**src/rtl/spike_pkg.sv**
```systemverilog
// Shared definitions for the spike-processing block family: the decoder FSM
// state encoding, the default counter width and a saturating increment.
package spike_pkg;

    localparam int CNT_W_DEF = 8;

    typedef enum logic [1:0] {
        ST_IDLE  = 2'd0,
        ST_COUNT = 2'd1,
        ST_HOLD  = 2'd2
    } state_e;

    // Add one unless already at all-ones; the caller detects saturation separately.
    function automatic logic [CNT_W_DEF-1:0] sat_inc8(input logic [CNT_W_DEF-1:0] v);
        return (v == {CNT_W_DEF{1'b1}}) ? v : v + 1'b1;
    endfunction

endpackage

```
**src/rtl/spike_rate_decoder_window_timer.sv**
```systemverilog
// Window countdown: loaded with the window length (0 means 2^CNT_W) and
// decremented once per counting cycle; flags the final cycle of the window.
module window_timer
    import spike_pkg::*;
#(
    parameter int CNT_W = CNT_W_DEF
) (
    input  logic             clk,
    input  logic             rst,
    input  logic             load,
    input  logic [CNT_W-1:0] length,
    input  logic             tick,
    output logic             last_cycle
);

    // One extra bit so that a length of 2^CNT_W is representable.
    logic [CNT_W:0] r_remain;
    logic [CNT_W:0] w_load_val;

    assign w_load_val = (length == '0) ? {1'b1, {CNT_W{1'b0}}} : {1'b0, length};

    // Remaining-cycles counter: load at window start, count down while counting.
    always_ff @(posedge clk) begin
        if (rst) begin
            r_remain <= '0;
        end else if (load) begin
            r_remain <= w_load_val;
        end else if (tick && (r_remain != '0)) begin
            r_remain <= r_remain - 1'b1;
        end
    end

    assign last_cycle = (r_remain == (CNT_W+1)'(1));

endmodule

```
**src/rtl/spike_rate_decoder.sv**
```systemverilog
// Spike rate decoder: counts spikes over a programmable window, presents the
// count on a valid/ready result port and optionally restarts automatically.
module spike_rate_decoder
    import spike_pkg::*;
#(
    parameter int CNT_W = CNT_W_DEF
) (
    input  logic             clk,
    input  logic             rst,
    input  logic             spike_in,
    input  logic [CNT_W-1:0] window_len,
    input  logic             start,
    input  logic             cont,
    output logic [CNT_W-1:0] rate,
    output logic             rate_valid,
    input  logic             rate_ready,
    output logic             busy,
    output logic             overflow,
    output logic             missed
);

    state_e           r_state;
    logic [CNT_W-1:0] r_count;
    logic [CNT_W-1:0] r_rate;
    logic             r_rate_valid;
    logic             r_overflow;
    logic             r_missed;

    logic             w_handshake;
    logic             w_load;
    logic             w_tick;
    logic             w_last;
    logic [CNT_W-1:0] w_count_next;
    logic             w_sat_hit;

    // Window start comes either from IDLE+start or from a result handshake in
    // continuous mode; in both cases the loading cycle samples no spike.
    always_comb begin
        w_handshake  = (r_state == ST_HOLD) && r_rate_valid && rate_ready;
        w_load       = ((r_state == ST_IDLE) && start) || (w_handshake && cont);
        w_tick       = (r_state == ST_COUNT);
        w_sat_hit    = spike_in && (r_count == {CNT_W{1'b1}});
        w_count_next = r_count;
        if (spike_in && !w_sat_hit) begin
            w_count_next = r_count + 1'b1;
        end
    end

    window_timer #(
        .CNT_W (CNT_W)
    ) u_window_timer (
        .clk        (clk),
        .rst        (rst),
        .load       (w_load),
        .length     (window_len),
        .tick       (w_tick),
        .last_cycle (w_last)
    );

    // Control FSM with registered result, flags and counter.
    always_ff @(posedge clk) begin
        if (rst) begin
            r_state      <= ST_IDLE;
            r_count      <= '0;
            r_rate       <= '0;
            r_rate_valid <= 1'b0;
            r_overflow   <= 1'b0;
            r_missed     <= 1'b0;
        end else begin
            case (r_state)
                ST_IDLE: begin
                    if (start) begin
                        r_state    <= ST_COUNT;
                        r_count    <= '0;
                        r_overflow <= 1'b0;
                        r_missed   <= 1'b0;
                    end
                end
                ST_COUNT: begin
                    r_count <= w_count_next;
                    if (w_sat_hit) begin
                        r_overflow <= 1'b1;
                    end
                    if (w_last) begin
                        r_rate       <= w_count_next;
                        r_rate_valid <= 1'b1;
                        r_state      <= ST_HOLD;
                    end
                end
                ST_HOLD: begin
                    // Counting is blocked here, so any spike is lost.
                    if (spike_in) begin
                        r_missed <= 1'b1;
                    end
                    if (w_handshake) begin
                        r_rate_valid <= 1'b0;
                        if (cont) begin
                            r_state    <= ST_COUNT;
                            r_count    <= '0;
                            r_overflow <= 1'b0;
                        end else begin
                            r_state <= ST_IDLE;
                        end
                    end
                end
                default: begin
                    r_state <= ST_IDLE;
                end
            endcase
        end
    end

    assign rate       = r_rate;
    assign rate_valid = r_rate_valid;
    assign busy       = (r_state == ST_COUNT);
    assign overflow   = r_overflow;
    assign missed     = r_missed;

endmodule

```
**config.mk**
```make
export PLATFORM = sky130hd
export DESIGN_NAME = spike_rate_decoder
export DESIGN_NICKNAME = d
export VERILOG_FILES = /design/src/rtl/spike_pkg.sv /design/src/rtl/spike_rate_decoder_window_timer.sv /design/src/rtl/spike_rate_decoder.sv
export SDC_FILE = /design/constraint.sdc
export NUM_CORES = 1
export LEC_CHECK = 0
export ABC_AREA = 0
export CAP_MARGIN = 10
export CORE_MARGIN = 4
export CORE_UTILIZATION = 35
export CTS_CLUSTER_SIZE = 10
export DETAILED_ROUTE_END_ITERATION = 8
export PLACE_DENSITY = 0.53
export SETUP_SLACK_MARGIN = 0.5
export SLEW_MARGIN = 20
export SYNTH_ARGS = -nofsm -noshare
export SYNTH_HDL_FRONTEND = slang
export SYNTH_SLANG_ARGS = --single-unit
```
**constraint.sdc**
```tcl
create_clock -name clk -period 2.7 [get_ports clk]
set_clock_uncertainty 0.1 [all_clocks]
set_input_delay 0.54 -clock clk [delete_from_list [all_inputs] [get_ports clk]]
set_output_delay 0.54 -clock clk [all_outputs]
set_load 0.03 [all_outputs]
```
==> results.py, run 1 <==
metrics = {
    "cells_and_area": {
        "n_antenna_cell": 0,
        "stdcell_area_sq_um": 2080,
        "area_growth_syn_to_layout_pct": 23.9,
        "fraction_of_layout_instances_using_a_drive_strength_above_1": 0.0929,
        "layout.nets": 243,
        "finalCoreUtilization": 0.462,
    },
    "critical_path": {
        "setup.worst_path.start_class": "flip-flop",
        "timing.rr.start": "u_window_timer.r_remain[1]",
        "worst_ep_arrival_time_ns": 1.50,
        "cp.required_ns": 2.06,
        "worstSetupPathType": "reg -> out",
        "worst_r2r_path_depth": 6,
        "crit_fanout": 10,
        "crit-reg2reg-capture": "rate[4]",
        "timing.reg2reg.setup_slack_ns": 0.63,
        "endpoint_kind": "output pin",
    },
    "clock_tree": {
        "clock_tree.buffer_depth": 2,
        "inserted_clock_buffers": 5,
        "tritoncts_clock_tree": "done",
        "clock_sink_count": 30,
        "clkLatencyLatePin_ns": 0.29,
        "clk_pin_slew_ns": 0.06,
        "root_buffer": "sky130_fd_sc_hd__clkbuf_8",
        "cts.htree.levels": 2,
    },
    "pwr": {
        "peakVddDrop_mv": 0.283,
        "power.static_leakage_nw": 0.726,
        "power_per_cell_area_nw_per_um2": 587,
    },
    "die": {
        "initial_core_util": 0.373,
        "die_height_um": 77.3,
        "die_width_um": 77.3,
        "placementRows": 24,
        "die_area_sq_um": 5970,
        "num_io_pins": 26,
        "core-area_sq_um": 4500,
    },
    "synth": {
        "most_used_flip_flop_cell_after_synthesis": "sky130_fd_sc_hd__dfxtp_1",
        "seq_total_area_yosys": 0.358,
        "synthesis.instances": 202,
        "yosys_reg_bits": 30,
        "yosysTopAreaCellShare": 0.358,
        "post-synth-top-area-cell": "sky130_fd_sc_hd__dfxtp_1",
        "yosys.cell_count.top_type": "sky130_fd_sc_hd__dfxtp_1",
        "synthDistinctLibCells": 48,
        "synthTopCellsByCount": "30 x sky130_fd_sc_hd__dfxtp_1, 27 x sky130_fd_sc_hd__a21oi_1, 14 x sky130_fd_sc_hd__nor2_1",
        "post_synth_instance_area_sq_um": 1680,
        "complex_gate_fraction_of_the_synthesized_area": 0.287,
        "synth_enable_flop_cells": 0,
        "synth_area_leaders": "sky130_fd_sc_hd__dfxtp_1 36%, sky130_fd_sc_hd__a21oi_1 8.0%, sky130_fd_sc_hd__nand3_1 3.6%",
        "post_synthesis_simple_gate_area_fraction": 0.252,
        "postSynthNetCount": 220,
        "synth_warnings": 0,
        "synth-xor-area-share": 0.00522,
        "synth_top_family_by_area": "compound AO/OA/AOI/OAI gates",
        "synthArstFlopShare": 0,
        "post_synth_fa_ha_maj_area_fraction": 0.0298,
        "synth_area_per_cell_sq_um": 8.31,
        "synth.mux.area_fraction": 0.0119,
    },
    "status": {
        "outcome": "finished, final reports clean",
    },
    "timing": {
        "rsz0062_at_grt": "yes",
        "finalSetupViolCount": 0,
        "tns_ns": 0,
        "timing.final.max_slew_violations": 0,
        "final.setup.worst_slack_ns": 0.565,
        "max_freq_mhz": 468,
        "post-route-min-period_ns": 2.14,
        "post-route-period-util": 0.791,
        "fin_hold_ws_ns": 0.358,
        "hold_violations": 0,
        "worstMarginPinSlew_ns": 0.689,
        "slew-limit-headroom": 0.539,
    },
    "route": {
        "route.antenna.remaining_nets": 0,
        "route.detailed.drc": 0,
        "postRouteWirelength_mm": 4.39,
        "via_per_inst": 5.85,
        "vias": 1626,
        "detail_route.first_pass.iterations": 4,
        "routed_wire_length_per_instance_um": 15.8,
        "drt_iter0_markers": 124,
    },
    "min_path": {
        "min_to": "rate[2]",
        "hold_path_startpoint": "rate[2]",
        "min-delay-path-class": "reg -> reg",
        "min_delay_path_depth": 2,
    },
    "global_routing": {
        "grt-ovfl-total": 0,
        "grt_antenna_before_repair": 0,
        "use_met1": 0.220,
        "grt_util_all_layers": 0.154,
        "groute.layer.met2.usage": 0.218,
        "maximum_number_of_pins_on_one_net_before_global_route_repair": 17,
        "grtUsageMet3": 0.0340,
        "grt_first_pass_wirelength_mm": 7.42,
        "first_global_vias": 1543,
        "grt.busiest_layer": "met1",
    },
    "placement": {
        "finalWeightedCongestion": 0.882,
        "port-buffer-count": 25,
        "post_place_setup_slack_ns": 0.430,
        "place_hpwl_mm": 3.20,
        "dpl_cell_area_sq_um": 1950,
    },
    "run": {
        "max_cap_violation_count": 0,
    },
}
## cells by family after synthesis
logic type | count (synthesis)
simple gates | 75
compound gates | 70
flops | 30
buf+inv | 20
fa+ha+maj | 4
mux | 2
xor+xnor | 1
## routing by layer
layer	vias up	part of all wire	wire (um)
met5	-	0	0
met4	0	0.012	52
met3	5	0.045	198
met2	40	0.44	1910
met1	768	0.51	2220
li1	813	-	-
## power by group
group / switching, mW / internal, mW / total [mW]
Combinational: 0.144 / 0.114 / 0.258
Sequential: 0.0404 / 0.472 / 0.513
Clock: 0.179 / 0.271 / 0.451
## worst max-delay path, cell delays in order (launching register included)
cell and delay [ns]:
sky130_fd_sc_hd__dfxtp_1 0.50, sky130_fd_sc_hd__nand2b_2 0.19, sky130_fd_sc_hd__clkinv_2 0.14, sky130_fd_sc_hd__clkdlybuf4s15_1 0.38
## layout make-up
type                    instances  area (sq um)
inverters                       8          31.3
clock buffers                   5          68.8
clock inverters                 3          40.0
fillers                       438          2420
multi-input cells             152          1000
well taps                      52          65.1
repair buffers                 28           273
flip-flops and latches         30           601
## metrics by stage
step	cells	power, mW
floorplan	202	0.698
CTS	278	1.23
global route	278	1.29
finish	278	1.22
detailed placement	270	0.770
global placement	270	0.767
## worst max path at each step
stage	start	endpoint	slack (ns)	cells past startpoint
6_report	r_state[0]	busy	0.56	3
5_1_grt	r_state[0]	u_window_timer.r_remain[5]	0.43	4
4_1_cts	u_window_timer.r_remain[0]	u_window_timer.r_remain[1]	0.54	6
3_5_place_dp	rate_ready	r_count[1]	0.43	5
3_3_place_gp	spike_in	r_count[5]	0.48	5
2_1_floorplan	u_window_timer.r_remain[3]	rate[3]	0.77	5
## sequential cells by signal, indices dropped and copies added (netlist names)
register / count
r_count: 8
overflow: 1
rate_valid: 1
r_state: 2
missed: 1
u_window_timer.r_remain: 9
rate: 8
## cells in the final DEF (no fill, tap or decap), types with 3 or more instances in the layout
master,Yosys,routed
sky130_fd_sc_hd__buf_4,1,3
sky130_fd_sc_hd__nor2b_1,3,3
sky130_fd_sc_hd__nor2_1,14,14
sky130_fd_sc_hd__o21ai_0,9,9
sky130_fd_sc_hd__a211oi_1,4,4
sky130_fd_sc_hd__nor3_1,4,4
sky130_fd_sc_hd__a2bb2oi_1,5,5
sky130_fd_sc_hd__nand4_1,3,3
sky130_fd_sc_hd__inv_1,7,7
sky130_fd_sc_hd__dfxtp_1,30,30
sky130_fd_sc_hd__nand3_1,12,12
sky130_fd_sc_hd__and3_1,5,5
sky130_fd_sc_hd__nand2_1,12,12
sky130_fd_sc_hd__nor4_1,3,3
sky130_fd_sc_hd__clkbuf_8,0,5
sky130_fd_sc_hd__a31oi_1,5,5
sky130_fd_sc_hd__a21oi_1,27,27
sky130_fd_sc_hd__clkdlybuf4s50_1,0,24
sky130_fd_sc_hd__clkinv_2,0,3
sky130_fd_sc_hd__ha_1,4,4
## what timing repair did
| item | 4_1_cts | 5_1_grt |
|---|---|---|
| setup buffers | 0 | 0 |
| gates cloned | 0 | 0 |
| gates resized for setup | 5 | 3 |
| hold buffers | 0 | 0 |
| hold endpoints to repair | 0 | 0 |
| endpoints found under the setup margin | 2 | 7 |
No activity file was read; power rests on OpenSTA's default activity.
==> run 2: changes to the inputs <==
PLACE_DENSITY = 0.55   (was 0.53)
clock period = 1.8 ns   (was 2.7 ns; I/O delays follow)
==> results.py, run 2 (same netlist as run 1, synthesis figures left out) <==
metrics = {
    "route": {
        "via_per_inst": 5.75,
        "detail_route.first_pass.iterations": 4,
        "route.antenna.remaining_nets": 0,
        "route.detailed.drc": 0,
        "vias": 1903,
        "drt_iter0_markers": 154,
        "routed_wire_length_per_instance_um": 17.4,
        "postRouteWirelength_mm": 5.76,
    },
    "clock_tree": {
        "clock_sink_count": 30,
        "inserted_clock_buffers": 5,
        "clock_tree.buffer_depth": 2,
        "cts.htree.levels": 2,
        "root_buffer": "sky130_fd_sc_hd__clkbuf_8",
        "clk_pin_slew_ns": 0.08,
        "holdBufCountCts": 0,
        "tritoncts_clock_tree": "done",
        "clkLatencyLatePin_ns": 0.29,
    },
    "global_routing": {
        "use_met1": 0.251,
        "grtUsageMet3": 0.0445,
        "groute.layer.met2.usage": 0.298,
        "grt_util_all_layers": 0.190,
        "maximum_number_of_pins_on_one_net_before_global_route_repair": 15,
        "grt.busiest_layer": "met2",
        "grt-ovfl-total": 0,
        "first_global_vias": 1829,
        "grt_first_pass_wirelength_mm": 9.09,
        "grt_antenna_before_repair": 0,
    },
    "status": {
        "violated_checks": "negative setup slack",
        "outcome": "complete, but fails checks",
    },
    "pwr": {
        "power_per_cell_area_nw_per_um2": 760,
        "power.static_leakage_nw": 1.09,
        "peakVddDrop_mv": 0.384,
    },
    "cells_and_area": {
        "stdcell_area_sq_um": 2880,
        "n_antenna_cell": 0,
        "fraction_of_layout_instances_using_a_drive_strength_above_1": 0.513,
        "layout.nets": 296,
        "area_growth_syn_to_layout_pct": 71.5,
        "mostFrequentLayoutCells": "43 x sky130_fd_sc_hd__buf_4, 22 x sky130_fd_sc_hd__buf_6, 20 x sky130_fd_sc_hd__a21oi_1, 17 x sky130_fd_sc_hd__dfxtp_1, 11 x sky130_fd_sc_hd__nand2_1",
        "most_common_cell_after_layout_fill_and_taps_aside": "sky130_fd_sc_hd__buf_4",
        "largest_reg_flops": 9,
        "max_flop_register": "u_window_timer.r_remain",
    },
    "critical_path": {
        "crit-reg2reg-capture": "rate[3]",
        "crit_fanout": 10,
        "setup.worst_path.start_class": "flip-flop",
        "endpoint_kind": "flip-flop",
        "timing.rr.start": "u_window_timer.r_remain[1]",
        "critical_path.endpoint": "rate[3]",
        "worst_ep_arrival_time_ns": 2.09,
        "worstSetupPathType": "reg -> reg",
        "worst_setup_path_startpoint": "u_window_timer.r_remain[1]",
        "cp.required_ns": 1.89,
        "worst_r2r_path_depth": 6,
        "timing.reg2reg.setup_slack_ns": -0.20,
    },
    "die": {
        "placementRows": 24,
        "die_area_sq_um": 5970,
        "die_height_um": 77.3,
        "core-area_sq_um": 4500,
        "die_width_um": 77.3,
        "num_io_pins": 26,
        "initial_core_util": 0.373,
    },
    "min_path": {
        "min-delay-path-class": "reg -> reg",
    },
    "timing": {
        "worstMarginPinSlew_ns": 0.390,
        "fin_hold_ws_ns": 0.377,
        "timing.final.max_slew_violations": 0,
        "final.setup.worst_slack_ns": -0.205,
        "post-route-min-period_ns": 2.00,
        "rsz0062_at_grt": "yes",
        "hold_violations": 0,
        "post-route-period-util": 1.11,
        "slew-limit-headroom": 0.738,
        "max_freq_mhz": 499,
        "finalSetupViolCount": 16,
    },
    "placement": {
        "place_hpwl_mm": 3.60,
        "dpl_cell_area_sq_um": 2280,
        "port-buffer-count": 25,
        "finalWeightedCongestion": 0.864,
    },
    "run": {
        "max_cap_violation_count": 0,
    },
}
## run 2: changes by cell type in the layout (fill, tap and decap cells not counted), sizes merged
cell / delta
clkinv: -1
dlygate4sd2: +5
buf: +65
clkdlybuf4s50: -16
bufinv: -1
clkbuf: +2
clkdlybuf4s15: -1
## run 2: where the power goes
part           switching [mW]  internal (mW)
logic                   0.412          0.432
registers              0.0377          0.716
clock network           0.284          0.309
total                   0.734           1.46
## run 2: worst min-delay path by stage
| stage | cells after the start | startpoint | endpoint | slack (ns) |
|---|---|---|---|---|
| CTS | 2 | rate[2] | rate[2] | 0.37 |
| global route | 2 | rate[2] | rate[2] | 0.40 |
| global placement | 2 | rate[2] | rate[2] | 0.35 |
| detailed placement | 2 | rate[2] | rate[2] | 0.35 |
| finish | 2 | rate[2] | rate[2] | 0.38 |
| floorplan | 1 | r_count[0] | r_count[0] | 0.36 |
## run 2: critical path, stage by stage (launching register included)
cell                      delay [ns]
sky130_fd_sc_hd__dfxtp_2        0.33
sky130_fd_sc_hd__inv_2          0.06
sky130_fd_sc_hd__ha_4           0.13
sky130_fd_sc_hd__or4b_4         0.47
sky130_fd_sc_hd__or3_4          0.39
sky130_fd_sc_hd__buf_6          0.16
sky130_fd_sc_hd__a32o_1         0.26
## run 2: per-stage QoR
step                      power (mW)  setup WS [ns]  TNS [ns]  utilization  std cells
final                           2.19         -0.205     -1.73        0.639        331
after global routing            2.29         -0.261     -2.85        0.639        331
after CTS                       2.09         -0.169     -1.36        0.591        325
after detailed placement        1.32         -0.169     -2.09        0.506        301
after global placement          1.31         -0.145     -1.38        0.506        301
after floorplan                 1.10         -0.114    -0.301            -        202
## run 2: cell type report
cell class | instances | area, sq um
Inverter | 8 | 45.0
Fill cell | 396 | 1620
Multi-Input combinational cell | 152 | 1320
Clock inverter | 1 | 5.00
Tap cell | 52 | 65.1
Sequential cell | 30 | 624
Timing Repair Buffer | 81 | 734
Clock buffer | 7 | 86.3
## run 2: timing repair
item	CTS	global route
endpoints found under the hold margin	0	0
pin swaps	21	17
gates cloned	1	0
setup endpoints to repair	41	40
gates resized for setup	115	51
setup buffers	15	6
## run 2: routing by layer
metal,part of all wire,wire (um)
met1,0.47,2690
met3,0.032,183
met4,0.013,76
met2,0.49,2810
met5,0,0
==> run 3: changes to the inputs <==
SLEW_MARGIN = not set   (was 20)
==> results of run 3 <==
Same layout as run 2: the final DEF is identical, and so are final timing and power.
